[src/rtl/score_frame_rx.sv]
// Frame decoder between the UART byte receiver and the game FSM.
// It assembles SYNC/CMD/DATA/CHK frames and drives the start pulse, the held rival score and error/count outputs.
module score_frame_rx #(
    parameter logic [7:0] SYNC_BYTE = 8'h55,
    parameter logic [7:0] CMD_START = 8'h01,
    parameter logic [7:0] CMD_SCORE = 8'h02,
    parameter int         TIMEOUT   = 50000,
    parameter int         CNT_W     = 16
) (
    input  logic       clk,
    input  logic       rst,
    input  logic [7:0] rx_data,
    input  logic       rx_done,
    output logic [7:0] rival_score,
    output logic       start_sig,
    output logic       score_valid,
    output logic       frame_err,
    output logic [7:0] frame_cnt
);

    typedef enum logic [1:0] {
        HUNT     = 2'd0,
        GOT_SYNC = 2'd1,
        GOT_CMD  = 2'd2,
        GOT_DATA = 2'd3
    } state_t;

    localparam logic [CNT_W-1:0] TIMEOUT_C = CNT_W'(TIMEOUT);

    state_t           state_q;
    logic [7:0]       cmd_q;
    logic [7:0]       data_q;
    logic [CNT_W-1:0] cnt_q;
    logic [CNT_W-1:0] cnt_d;
    logic [7:0]       rival_score_q;
    logic [7:0]       frame_cnt_q;
    logic             start_sig_q;
    logic             score_valid_q;
    logic             frame_err_q;
    logic             timeout_s;
    logic             chk_ok_s;

    // Incremented idle count, timeout detection and checksum test.
    always_comb begin
        cnt_d     = cnt_q + {{(CNT_W-1){1'b0}}, 1'b1};
        // A strobed byte in the same cycle always beats the timeout.
        timeout_s = (state_q != HUNT) && !rx_done && (cnt_d == TIMEOUT_C);
        chk_ok_s  = (rx_data == (cmd_q ^ data_q));
    end

    // Frame FSM, inter-byte timeout counter and registered outputs.
    always_ff @(posedge clk or posedge rst) begin
        if (rst) begin
            state_q       <= HUNT;
            cmd_q         <= 8'h00;
            data_q        <= 8'h00;
            cnt_q         <= {CNT_W{1'b0}};
            rival_score_q <= 8'h00;
            frame_cnt_q   <= 8'h00;
            start_sig_q   <= 1'b0;
            score_valid_q <= 1'b0;
            frame_err_q   <= 1'b0;
        end else begin
            start_sig_q   <= 1'b0;
            score_valid_q <= 1'b0;
            frame_err_q   <= 1'b0;

            if ((state_q == HUNT) || rx_done) begin
                cnt_q <= {CNT_W{1'b0}};
            end else if (timeout_s) begin
                cnt_q       <= {CNT_W{1'b0}};
                state_q     <= HUNT;
                frame_err_q <= 1'b1;
            end else begin
                cnt_q <= cnt_d;
            end

            if (rx_done) begin
                case (state_q)
                    HUNT: begin
                        if (rx_data == SYNC_BYTE) begin
                            state_q <= GOT_SYNC;
                        end else begin
                            state_q <= HUNT;
                        end
                    end
                    GOT_SYNC: begin
                        cmd_q   <= rx_data;
                        state_q <= GOT_CMD;
                    end
                    GOT_CMD: begin
                        data_q  <= rx_data;
                        state_q <= GOT_DATA;
                    end
                    GOT_DATA: begin
                        state_q <= HUNT;
                        if (!chk_ok_s) begin
                            frame_err_q <= 1'b1;
                        end else if (cmd_q == CMD_SCORE) begin
                            rival_score_q <= data_q;
                            score_valid_q <= 1'b1;
                            frame_cnt_q   <= frame_cnt_q + 8'd1;
                        end else if (cmd_q == CMD_START) begin
                            start_sig_q <= 1'b1;
                            frame_cnt_q <= frame_cnt_q + 8'd1;
                        end else begin
                            frame_err_q <= 1'b1;
                        end
                    end
                    default: begin
                        state_q <= HUNT;
                    end
                endcase
            end
        end
    end

    assign rival_score = rival_score_q;
    assign start_sig   = start_sig_q;
    assign score_valid = score_valid_q;
    assign frame_err   = frame_err_q;
    assign frame_cnt   = frame_cnt_q;

endmodule

[config.mk]
export PLATFORM = sky130hd
export DESIGN_NAME = score_frame_rx
export DESIGN_NICKNAME = d
export VERILOG_FILES = /design/src/rtl/score_frame_rx.sv
export SDC_FILE = /design/constraint.sdc
export NUM_CORES = 1
export LEC_CHECK = 0
export BUFFER_PORTS_ARGS = -buffer_cell sky130_fd_sc_hd__clkbuf_2
export CORE_MARGIN = 5
export CORE_UTILIZATION = 45
export CTS_CLUSTER_SIZE = 12
export DETAILED_ROUTE_END_ITERATION = 7
export MAX_ROUTING_LAYER = met4
export REMOVE_ABC_BUFFERS = 1
export SKIP_CTS_REPAIR_TIMING = 1
export SYNTH_ARGS = -nofsm -noshare
export SYNTH_HDL_FRONTEND = slang
export SYNTH_SLANG_ARGS = --single-unit
[constraint.sdc]
create_clock -name clk -period 2.65 [get_ports clk]
set_input_delay 0.3975 -clock clk [delete_from_list [all_inputs] [get_ports clk]]
set_output_delay 0.3975 -clock clk [all_outputs]
set_load 0.05 [all_outputs]
### After elaboration in Yosys (flattened, before gate mapping)

Cells that the tools add are included.

| cells by class | value |
|---|---|
| $add $sub $neg | 2 |
| equality and inequality tests | 9 |
| multiplexer cells | 25 |
| bitwise gates (word level) | 1 |
| reduce and logical (&&, ||, !) cells | 13 |

Operator list:

| kind | number |
|---|---|
| 2-to-1 mux 16 bit | 2 |
| 2-to-1 mux 1 bit | 17 |
| adder 16 x 1 -> 16 bit (second input constant) | 1 |
| == test 16 bit (second input constant) | 1 |
| 2-to-1 mux 8 bit | 2 |
| adder 8 x 1 -> 8 bit (second input constant) | 1 |
| == test 8 x 1 -> 1 bit (second input constant) | 1 |
| == test 8 x 2 -> 1 bit (second input constant) | 1 |
| == test 8 x 7 -> 1 bit (second input constant) | 1 |
| == test 8 bit | 1 |
| one-hot mux 2 bit (4 select lines) | 1 |
| AND reduction 4 bit | 2 |
| bitwise XOR 8 bit | 1 |
| 2-to-1 mux 2 bit | 3 |
| AND reduction 2 bit | 3 |
| nonzero test 2 bit | 3 |
| == test 2 bit (second input constant) | 2 |
| == test 2 x 1 -> 1 bit (second input constant) | 1 |
| logical AND 1 bit | 2 |
| logical NOT 2 bit | 1 |
| != test 2 bit (second input constant) | 1 |
| logical NOT 1 bit | 1 |
| logical OR 1 bit | 1 |

| storage, ports and cells | value |
|---|---|
| register bits after elaboration | 53 |
| bits of input ports | 11 |
| output and inout port bits | 19 |
| word-level logic and storage cells | 59 |

### Longest topological paths before layout

Gate-level depths: netlist of run 1.

| logic depth | value |
|---|---|
| word-level depth | 10 |
| depth in mapped cells | 8 |
| mapped depth without buffers | 7 |

### Worst setup path after synthesis of run 1

Ideal clock, no wire load.

| path | value |
|---|---|
| kind | register to register |
| from | reg data_q[4] |
| to | reg rival_score_q[0], in the netlist rival_score[0] |
| library setup time | 0.125 ns |
| data arrival time | 2.005 ns |
| required time | 2.525 ns |
| path slack | 0.520 ns |
| cell stages (with the launch flop) | 8 |
| buffers on the path | 1 |
| period minus slack after synthesis | 2.130 ns |
| cells stage by stage | dfrtp_1 > xnor3_1 > nand2_1 > or4_1 > buf_4 > nor2_8 > nand3b_4 > mux2_4 |

| on the way | value |
|---|---|
| cells in the longest elaborated chain, start to end | 3 |

RTL lines:

| element | RTL line | text |
|---|---|---|
| start: declaration | 32 | `logic [7:0] data_q;` |
| start signal: assignment | 92 | `data_q <= rx_data;` |
| bitwise XOR 8 bit | 48 | `chk_ok_s = (rx_data == (cmd_q ^ data_q));` |
| == test 8 bit | 48 |  |
| AND reduction 4 bit (no source line) | - |  |
| end signal: assignment | 100 | `rival_score_q <= data_q;` |
| end: declaration | 35 | `logic [7:0] rival_score_q;` |

Every way passes these cells.
A chain may end at the register's enable or synchronous reset.

### Final worst setup path of run 1

| path | value |
|---|---|
| from | reg cmd_q[2] |
| to | reg rival_score_q[2], in the netlist rival_score[2] |

| on the way | value |
|---|---|
| cells in the longest elaborated chain, start to end | 3 |
| elaborated cells on any way between the ends | 4 |
| those cells by class | eq/ne (2); bitwise (1); reduce/logical (1) |

RTL lines:

| element | RTL line | text |
|---|---|---|
| start: declaration | 31 | `logic [7:0] cmd_q;` |
| start signal: assignment | 88 | `cmd_q <= rx_data;` |
| bitwise XOR 8 bit | 48 |  |
| == test 8 bit | 48 |  |
| AND reduction 4 bit (no source line) * | - |  |

Every way passes the cells marked *; elsewhere a longest branch is shown, timed or not.

==> run_results.csv, run 1 <==
group,metric,value,unit
sta,rsz0062_at_grt,"no",
power,peakVddDrop,0.448,mV
worst_setup_path,crit_slowest_cell,"or4_1",
sta,fmax,419,MHz
route,wl_per_cell,15.1,µm
route,drt_iter0_markers,60,
worst_setup_path,crit_chain,"nor4_1, nand4_1, or4_1, nor2_8, nand3b_4, mux2_4",
floorplan,dieArea,7820,µm²
sta,min_period,2.38,ns
sta,maxSlewViolCount,0,
route,met1_length,2440,µm
status,outcome,"completed",
clock_network,clockBufferDepth,2,
clock_network,clk_latency,0.30,ns
final_layout,drive_gt1_frac,0.252,
hold_path,hp-class,"in -> async",
sta,slew_headroom,0.553,
sta,worst_slew_pin_slew,0.671,ns
worst_setup_path,path_class,"reg -> reg",
route,wl_met2,2550,µm
route,drtAntennaViolNets,0,
clock_network,htreeDepth,2,
logic_synthesis,ys_types,46,
clock_network,clk_pin_slew,0.09,ns
sta,tns,0,ns
place,gp_congestion,0.771,
logic_synthesis,ys_ff_latch,53,
place,hpwl,3810,µm
sta,fin_crit_sh,0.900,
worst_setup_path,endpoint_kind,"flop",
route,met3WireLength,148,µm
floorplan,io_pins,30,
floorplan,core,5960,µm²
floorplan,start_util,0.464,
logic_synthesis,syn-cell-area,2770,µm²
worst_setup_path,crit_fanout,9,
worst_setup_path,arrival,2.58,ns
floorplan,die_width,88.4,µm
logic_synthesis,ys.flop_type,"dfrtp_1",
logic_synthesis,synth_warnings,0,
worst_setup_path,start_kind,"flop",
route,top_layer_used,"met4",
route,wirelength,5200,µm
final_layout,area_growth,11.3,%
sta,finalSetupViolCount,0,
final_layout,fin_nets,288,
logic_synthesis,async_flop_share,1.00,
global_route,grt_pass1_wl,8870,µm
final_layout,utilization,0.517,
global_route,grt_max_degree,54,
worst_setup_path,critPathMaxStageDelay,0.73,ns
clock_network,cts_buffers,5,
global_route,overflow,0,
floorplan,rows,28,
logic_synthesis,avgSynthCellArea,11.6,µm²
clock_network,tritoncts,"done",
global_route,grt_pass1_vias,1797,
global_route,antenna_found_initial,0,
route,vias_per_cell,5.22,
logic_synthesis,synth_edf_count,0,
clock_network,root_buffer,"clkbuf_8",
power,p_leak,0.00145,µW
place,place.port_buffers,29,
global_route,grt.total_usage,0.151,
sta,fin_skew,0.00651,ns
floorplan,die_height,88.4,µm
route,num_vias,1802,
logic_synthesis,postSynthCellCount,239,
final_layout,diodes,0,
route,firstDrtPassIters,6,
clock_network,cts_sinks,53,
route,drcViolationCount,0,
logic_synthesis,ys_seq_area_frac,0.479,
worst_setup_path,cp.required,2.84,ns
flow_run,cap_viol_max_count,0,
power,power_density,672,nW/µm²
sta,finalHoldViolCount,0,
cell usage after synthesis (4+ instances only):
cell type / n / area, µm²
mux2_4: 8 / 120
xor2_1: 6 / 52.6
ha_1: 7 / 87.6
inv_1: 9 / 33.8
dfrtp_1: 53 / 1330
nor2_1: 23 / 86.3
xnor3_1: 5 / 113
nor3_1: 5 / 25.0
mux2_2: 16 / 180
nand4_1: 10 / 62.6
and4_1: 4 / 35.0
nand2_1: 12 / 45.0
clkbuf_1: 5 / 18.8
nor4_1: 4 / 25.0
nand3_1: 12 / 60.1
xnor2_1: 20 / 175
cells in the final DEF (no fill, tap or decap), types with 2 or more instances in the layout:
| master | synthesis | layout |
|---|---|---|
| dfrtp_1 | 53 | 53 |
| clkbuf_2 | 0 | 29 |
| nor2_1 | 23 | 23 |
| xnor2_1 | 20 | 20 |
| mux2_2 | 16 | 16 |
| nand2_1 | 12 | 12 |
| nand3_1 | 12 | 12 |
| nand4_1 | 10 | 10 |
| inv_1 | 9 | 8 |
| mux2_4 | 8 | 8 |
| ha_1 | 7 | 7 |
| xor2_1 | 6 | 6 |
| clkbuf_8 | 0 | 6 |
| xnor3_1 | 5 | 5 |
| nor3_1 | 5 | 5 |
| nor4_1 | 4 | 4 |
| and4_1 | 4 | 4 |
| and3_1 | 3 | 3 |
| nand2b_1 | 3 | 3 |
| and2_1 | 2 | 2 |
| o32ai_1 | 2 | 2 |
| a21oi_1 | 2 | 2 |
| or3_1 | 2 | 2 |
| a22o_1 | 2 | 2 |
| o21ai_0 | 2 | 2 |
| inv_2 | 1 | 2 |
| buf_4 | 1 | 2 |
through the flow:
step | cells | total power (µW) | setup WS, ns | hold WS, ns | instance area, µm²
floorplan | 232 | 1510 | 0.448 | 0.480 | 2740
global placement | 338 | 1630 | 0.257 | 0.461 | 2990
detailed placement | 338 | 1630 | 0.239 | 0.470 | 2990
CTS | 345 | 2110 | 0.235 | 0.274 | 3080
global route | 345 | 2200 | 0.113 | 0.310 | 3080
finish | 345 | 2070 | 0.266 | 0.245 | 3080
area by class of cell:
cell class	instances	area, µm²
tap	75	93.8
sequential	53	1330
multi-input combinational	169	1370
clock buffer	6	82.6
timing repair buffer	31	160
fill	566	2880
inverter	10	37.5
clock inverter	1	7.51
worst max-delay path: cells and delay by family, from the launching register on:
kind	cells	cell delay [ns]
AND/OR/NAND/NOR	5	1.52
flip-flops	1	0.41
multiplexers	1	0.34
cell families (layout without fill, tap and decap cells):
group	Yosys count	after routing	share of synthesized area
compound gates	16	16	0.0430
fa+ha+maj	7	7	0.0317
flops	53	53	0.479
xor+xnor	31	31	0.123
buf+inv	17	48	0.0249
mux	25	25	0.113
simple gates	90	90	0.185
registers in the layout, summed over array words and instances, names as in the netlist:
name	count
score_valid	1
cnt_q	16
frame_err	1
data_q	8
state_q	2
cmd_q	8
rival_score	8
start_sig	1
frame_cnt	8
routing by layer:
metal | up-vias | global-route usage
met5 | - | -
met4 | 0 | 0.0495
met3 | 5 | 0.0335
met2 | 23 | 0.233
met1 | 867 | 0.199
li1 | 907 | -
final timing paths:
| path | startpoint | endpoint | slack (ns) | cells past startpoint |
|---|---|---|---|---|
| min reg2reg | frame_cnt[7] | frame_cnt[7] | 0.47 | 1 |
| min in group clk | rx_data[6] | cmd_q[6] | 0.39 | 2 |
| max | cmd_q[2] | rival_score[2] | 0.27 | 6 |
| min | rst | cnt_q[4] | 0.25 | 3 |
| max reg2reg | cmd_q[2] | rival_score[2] | 0.27 | 6 |
| max in group asynchronous | rst | frame_cnt[2] | 1.95 | 3 |
report_power, final:
part           switching (µW)  internal, µW
Clock                     254           207
Combinational             202           321
Sequential                138           948
Note: power is estimated with default switching activity, not from simulation.
==> run 2: changes to the inputs <==
--- a/config.mk
+++ b/config.mk
@@ -11,6 +11,7 @@
 export CTS_CLUSTER_SIZE = 12
 export DETAILED_ROUTE_END_ITERATION = 7
 export MAX_ROUTING_LAYER = met4
+export RECOVER_POWER = 50
 export REMOVE_ABC_BUFFERS = 1
 export SKIP_CTS_REPAIR_TIMING = 1
 export SYNTH_ARGS = -nofsm -noshare
==> run 2 against run 1 <==
  * Fmax is essentially flat
  * Sequential share of layout area rose by 0.19 points
  * Routed wire length is 0.17% higher
  * First-iteration DRC count up 1.7%
  * Die area did not move
  * Clock power barely moved
  * Via count grew 1.3%
  * Combinational power hardly changed
  * Global-route usage is the same
  * Clock skew shrank 0.00079 ns
  * Core utilization down 0.23 points
==> run_results.csv, run 2 (synthesized netlist as in run 1, its figures left out) <==
group,metric,value,unit
status,outcome,"completed",
final_layout,area_growth,10.8,%
final_layout,largest_register,"cnt_q",
route,vias_per_cell,5.29,
clock_network,clk_pin_slew,0.09,ns
worst_setup_path,path_class,"reg -> reg",
floorplan,start_util,0.464,
floorplan,die_width,88.4,µm
power,p_leak,0.00142,µW
clock_network,cts_sinks,53,
sta,finalHoldViolCount,0,
final_layout,mostFrequentLayoutCells,"dfrtp_1, nor2_1, clkbuf_2",
route,drt_iter0_markers,61,
floorplan,core,5960,µm²
route,num_vias,1826,
floorplan,io_pins,30,
clock_network,root_buffer,"clkbuf_8",
hold_path,min_path_cells,2,
final_layout,layout_commonest_cell,"dfrtp_1",
sta,fmax,420,MHz
worst_setup_path,cp.depth,6,
power,finalPower,2070,µW
clock_network,tritoncts,"done",
worst_setup_path,crit_chain,"nor4_1, nand4_1, or4_1, nor2_8, nand3b_4, mux2_4",
worst_setup_path,crit_slowest_cell,"or4_1",
clock_network,clk_latency,0.30,ns
worst_setup_path,arrival,2.58,ns
route,drtAntennaViolNets,0,
global_route,grt_pass1_wl,8870,µm
floorplan,dieArea,7820,µm²
worst_setup_path,cp.required,2.84,ns
place,gp_congestion,0.771,
sta,finalSetupViolCount,0,
sta,slew_headroom,0.129,
clock_network,cts_buffers,5,
worst_setup_path,critPathTopFamily,"simple AND/OR/NAND/NOR gates",
hold_path,hp-class,"in -> reg",
worst_setup_path,endpoint_kind,"flop",
final_layout,fill_cells,571,
sta,fin_skew,0.00573,ns
sta,rsz0062_at_grt,"no",
place,hpwl,3810,µm
clock_network,clockBufferDepth,2,
final_layout,largest_reg_flops,16,
global_route,grt.total_usage,0.151,
route,wirelength,5210,µm
global_route,grtUsageMet2,0.233,
final_layout,diodes,0,
route,wl_per_cell,15.1,µm
route,firstDrtPassIters,4,
sta,maxSlewViolCount,0,
clock_network,htreeDepth,2,
global_route,gr-usage-met1,0.199,
final_layout,drive_gt1_frac,0.215,
final_layout,fin_nets,288,
global_route,grt_pass1_vias,1797,
power,peakVddDrop,0.449,mV
flow_run,cap_viol_max_count,0,
global_route,busiest_layer,"met2",
sta,min_period,2.38,ns
route,drcViolationCount,0,
floorplan,rows,28,
power,power_density,675,nW/µm²
sta,worst_slew_pin_slew,1.31,ns
sta,fin_crit_sh,0.899,
global_route,grt_util_met3,0.0335,
worst_setup_path,start_kind,"flop",
worst_setup_path,critPathMaxStageDelay,0.73,ns
sta,tns,0,ns
floorplan,die_height,88.4,µm
place,place.port_buffers,29,
final_layout,utilization,0.515,
worst_setup_path,crit_fanout,9,
worst_setup_path,rr_worst_depth,6,
global_route,antenna_found_initial,0,
global_route,grt_max_degree,54,
global_route,overflow,0,
worst_setup_path,crit_buf_inv,0,
[run 2: layout make-up]
class / count / area, µm² / share of cell area
sequential: 53 / 1330 / 0.433
clock inverter: 1 / 7.51 / 0.00245
multi-input combinational: 169 / 1370 / 0.447
timing repair buffer: 31 / 146 / 0.0478
tap: 75 / 93.8 / 0.0306
inverter: 10 / 37.5 / 0.0122
clock buffer: 6 / 82.6 / 0.0269
[run 2: final timing paths]
check                              from              to  slack [ns]
min in group asynchronous           rst        cnt_q[5]        0.49
min                          rx_data[6]        cmd_q[6]        0.40
max in group asynchronous           rst    frame_cnt[2]        1.36
min reg2reg                frame_cnt[7]    frame_cnt[7]        0.47
max                            cmd_q[2]  rival_score[2]        0.27
max reg2reg                    cmd_q[2]  rival_score[2]        0.27
[run 2: stage by stage]
stage	hold WS, ns	setup WS (ns)	cells	instance area [µm²]
final	0.395	0.267	345	3070
after global routing	0.386	0.113	345	3070
after detailed placement	0.470	0.239	338	2990
after CTS	0.274	0.235	345	3080
after global placement	0.461	0.257	338	2990
after floorplan	0.480	0.448	232	2740
[run 2: report_power, final]
group	internal, µW	switching [µW]	total, µW
logic	320	203	523
clock network	207	253	460
registers	948	138	1090
total	1480	593	2070
[run 2: per-layer routing]
metal	up-vias	share of wire
met4	0	0.012
met5	-	0
li1	905	-
met2	34	0.49
met3	5	0.032
met1	882	0.47
==> run 3: changes to the inputs <==
--- a/config.mk
+++ b/config.mk
@@ -6,11 +6,12 @@
 export NUM_CORES = 1
 export LEC_CHECK = 0
 export BUFFER_PORTS_ARGS = -buffer_cell sky130_fd_sc_hd__clkbuf_2
-export CORE_MARGIN = 5
-export CORE_UTILIZATION = 45
+export CORE_UTILIZATION = 50
 export CTS_CLUSTER_SIZE = 12
 export DETAILED_ROUTE_END_ITERATION = 7
+export GPL_TIMING_DRIVEN = 0
 export MAX_ROUTING_LAYER = met4
+export PLACE_DENSITY = 0.7
 export RECOVER_POWER = 50
 export REMOVE_ABC_BUFFERS = 1
 export SKIP_CTS_REPAIR_TIMING = 1
==> run 3 against run 2 <==
  * Global-route usage increased by 4.1 points
  * Via count increased by 1.2%
  * Cell area increased by 0.49%
  * Critical path type unchanged
==> run_results.csv, run 3 (synthesized netlist as in run 1, its figures left out) <==
group,metric,value,unit
status,outcome,"completed",
global_route,grt_max_degree,41,
floorplan,dieArea,5830,µm²
final_layout,area_growth,11.4,%
final_layout,mostFrequentLayoutCells,"dfrtp_1, nor2_1, clkbuf_2",
final_layout,fill_cells,451,
worst_setup_path,arrival,2.67,ns
final_layout,layout_commonest_cell,"dfrtp_1",
sta,slew_headroom,0.356,
route,wl_per_cell,14.7,µm
sta,fmax,403,MHz
place,gp_congestion,0.850,
global_route,grt.total_usage,0.193,
sta,finalHoldViolCount,0,
floorplan,die_width,76.4,µm
sta,rsz0062_at_grt,"no",
sta,worst_slew_pin_slew,0.966,ns
global_route,overflow,0,
clock_network,clk_pin_slew,0.10,ns
final_layout,largest_reg_flops,16,
floorplan,rows,26,
worst_setup_path,start_kind,"flop",
worst_setup_path,path_class,"reg -> reg",
place,place.port_buffers,29,
worst_setup_path,endpoint_kind,"flop",
route,drtAntennaViolNets,0,
worst_setup_path,crit_fanout,9,
sta,fin_crit_sh,0.936,
clock_network,cts_sinks,53,
final_layout,diodes,0,
sta,holdWs,0.110,ns
floorplan,start_util,0.531,
place,hpwl,3560,µm
sta,finalSetupViolCount,0,
sta,fin_skew,0.00758,ns
floorplan,core,5200,µm²
final_layout,fin_nets,287,
clock_network,tritoncts,"done",
flow_run,cap_viol_max_count,0,
route,drcViolationCount,0,
sta,maxSlewViolCount,0,
clock_network,htreeDepth,2,
route,wirelength,5000,µm
worst_setup_path,cp.required,2.84,ns
clock_network,clockBufferDepth,2,
power,power_density,708,nW/µm²
power,p_leak,0.00143,µW
sta,min_period,2.48,ns
global_route,grt_pass1_wl,8650,µm
final_layout,largest_register,"cnt_q",
final_layout,utilization,0.592,
floorplan,io_pins,30,
route,num_vias,1848,
clock_network,cts_buffers,5,
global_route,grt_pass1_vias,1821,
final_layout,design_area,3080,µm²
floorplan,die_height,76.4,µm
global_route,antenna_found_initial,0,
clock_network,root_buffer,"clkbuf_8",
place,placed_area,2990,µm²
route,firstDrtPassIters,4,
sta,tns,0,ns
final_layout,drive_gt1_frac,0.215,
route,vias_per_cell,5.44,
route,drt_iter0_markers,95,
hold_path,hp-class,"in -> async",
clock_network,clk_latency,0.30,ns
power,peakVddDrop,0.476,mV
## run 3: where the power goes
part / switching, µW / total (µW) / internal, µW
Clock: 262 / 570 / 308
Combinational: 206 / 528 / 322
Sequential: 136 / 1080 / 948
## run 3: critical path, stage by stage, from the launching register on
cell and delay, ns:
dfrtp_1 0.42, nor4_1 0.31, nand4_1 0.15, or4_1 0.74, nor2_8 0.18, nand3b_4 0.21, mux2_4 0.35
## run 3: final timing paths
path                                    from        endpoint  slack (ns)  cells after the start
worst max-delay path                cmd_q[2]  rival_score[6]        0.17                      6
worst min-delay path                     rst        cnt_q[8]        0.11                      2
worst max register to register      cmd_q[2]  rival_score[6]        0.17                      6
worst min register to register  frame_cnt[7]    frame_cnt[7]        0.48                      1
max in group asynchronous                rst    frame_cnt[2]        1.20                      3
min in group clk                  rx_data[2]        cmd_q[2]        0.39                      2
## run 3: stage by stage
step,instances,worst slack [ns],total power (µW)
6_report,340,0.169,2180
3_3_place_gp,331,0.201,1610
4_1_cts,340,0.149,2210
3_5_place_dp,332,0.169,1640
5_1_grt,340,0.0147,2310
2_1_floorplan,232,0.448,1510
## run 3: layer usage
layer	global-route usage	vias to the layer above	routed length [µm]	share of wire
met2	0.307	29	2480	0.50
met5	-	-	0	0
met3	0.0323	5	125	0.025
li1	-	905	-	-
met4	0.0519	0	44	0.0088
met1	0.256	909	2350	0.47
## run 3: layout make-up
| class | count | area, µm² | area share |
|---|---|---|---|
| timing repair buffer | 30 | 139 | 0.0451 |
| clock inverter | 1 | 30.0 | 0.00975 |
| tap | 70 | 87.6 | 0.0284 |
| sequential | 53 | 1330 | 0.431 |
| clock buffer | 7 | 86.3 | 0.0280 |
| multi-input combinational | 169 | 1370 | 0.446 |
| inverter | 10 | 37.5 | 0.0122 |
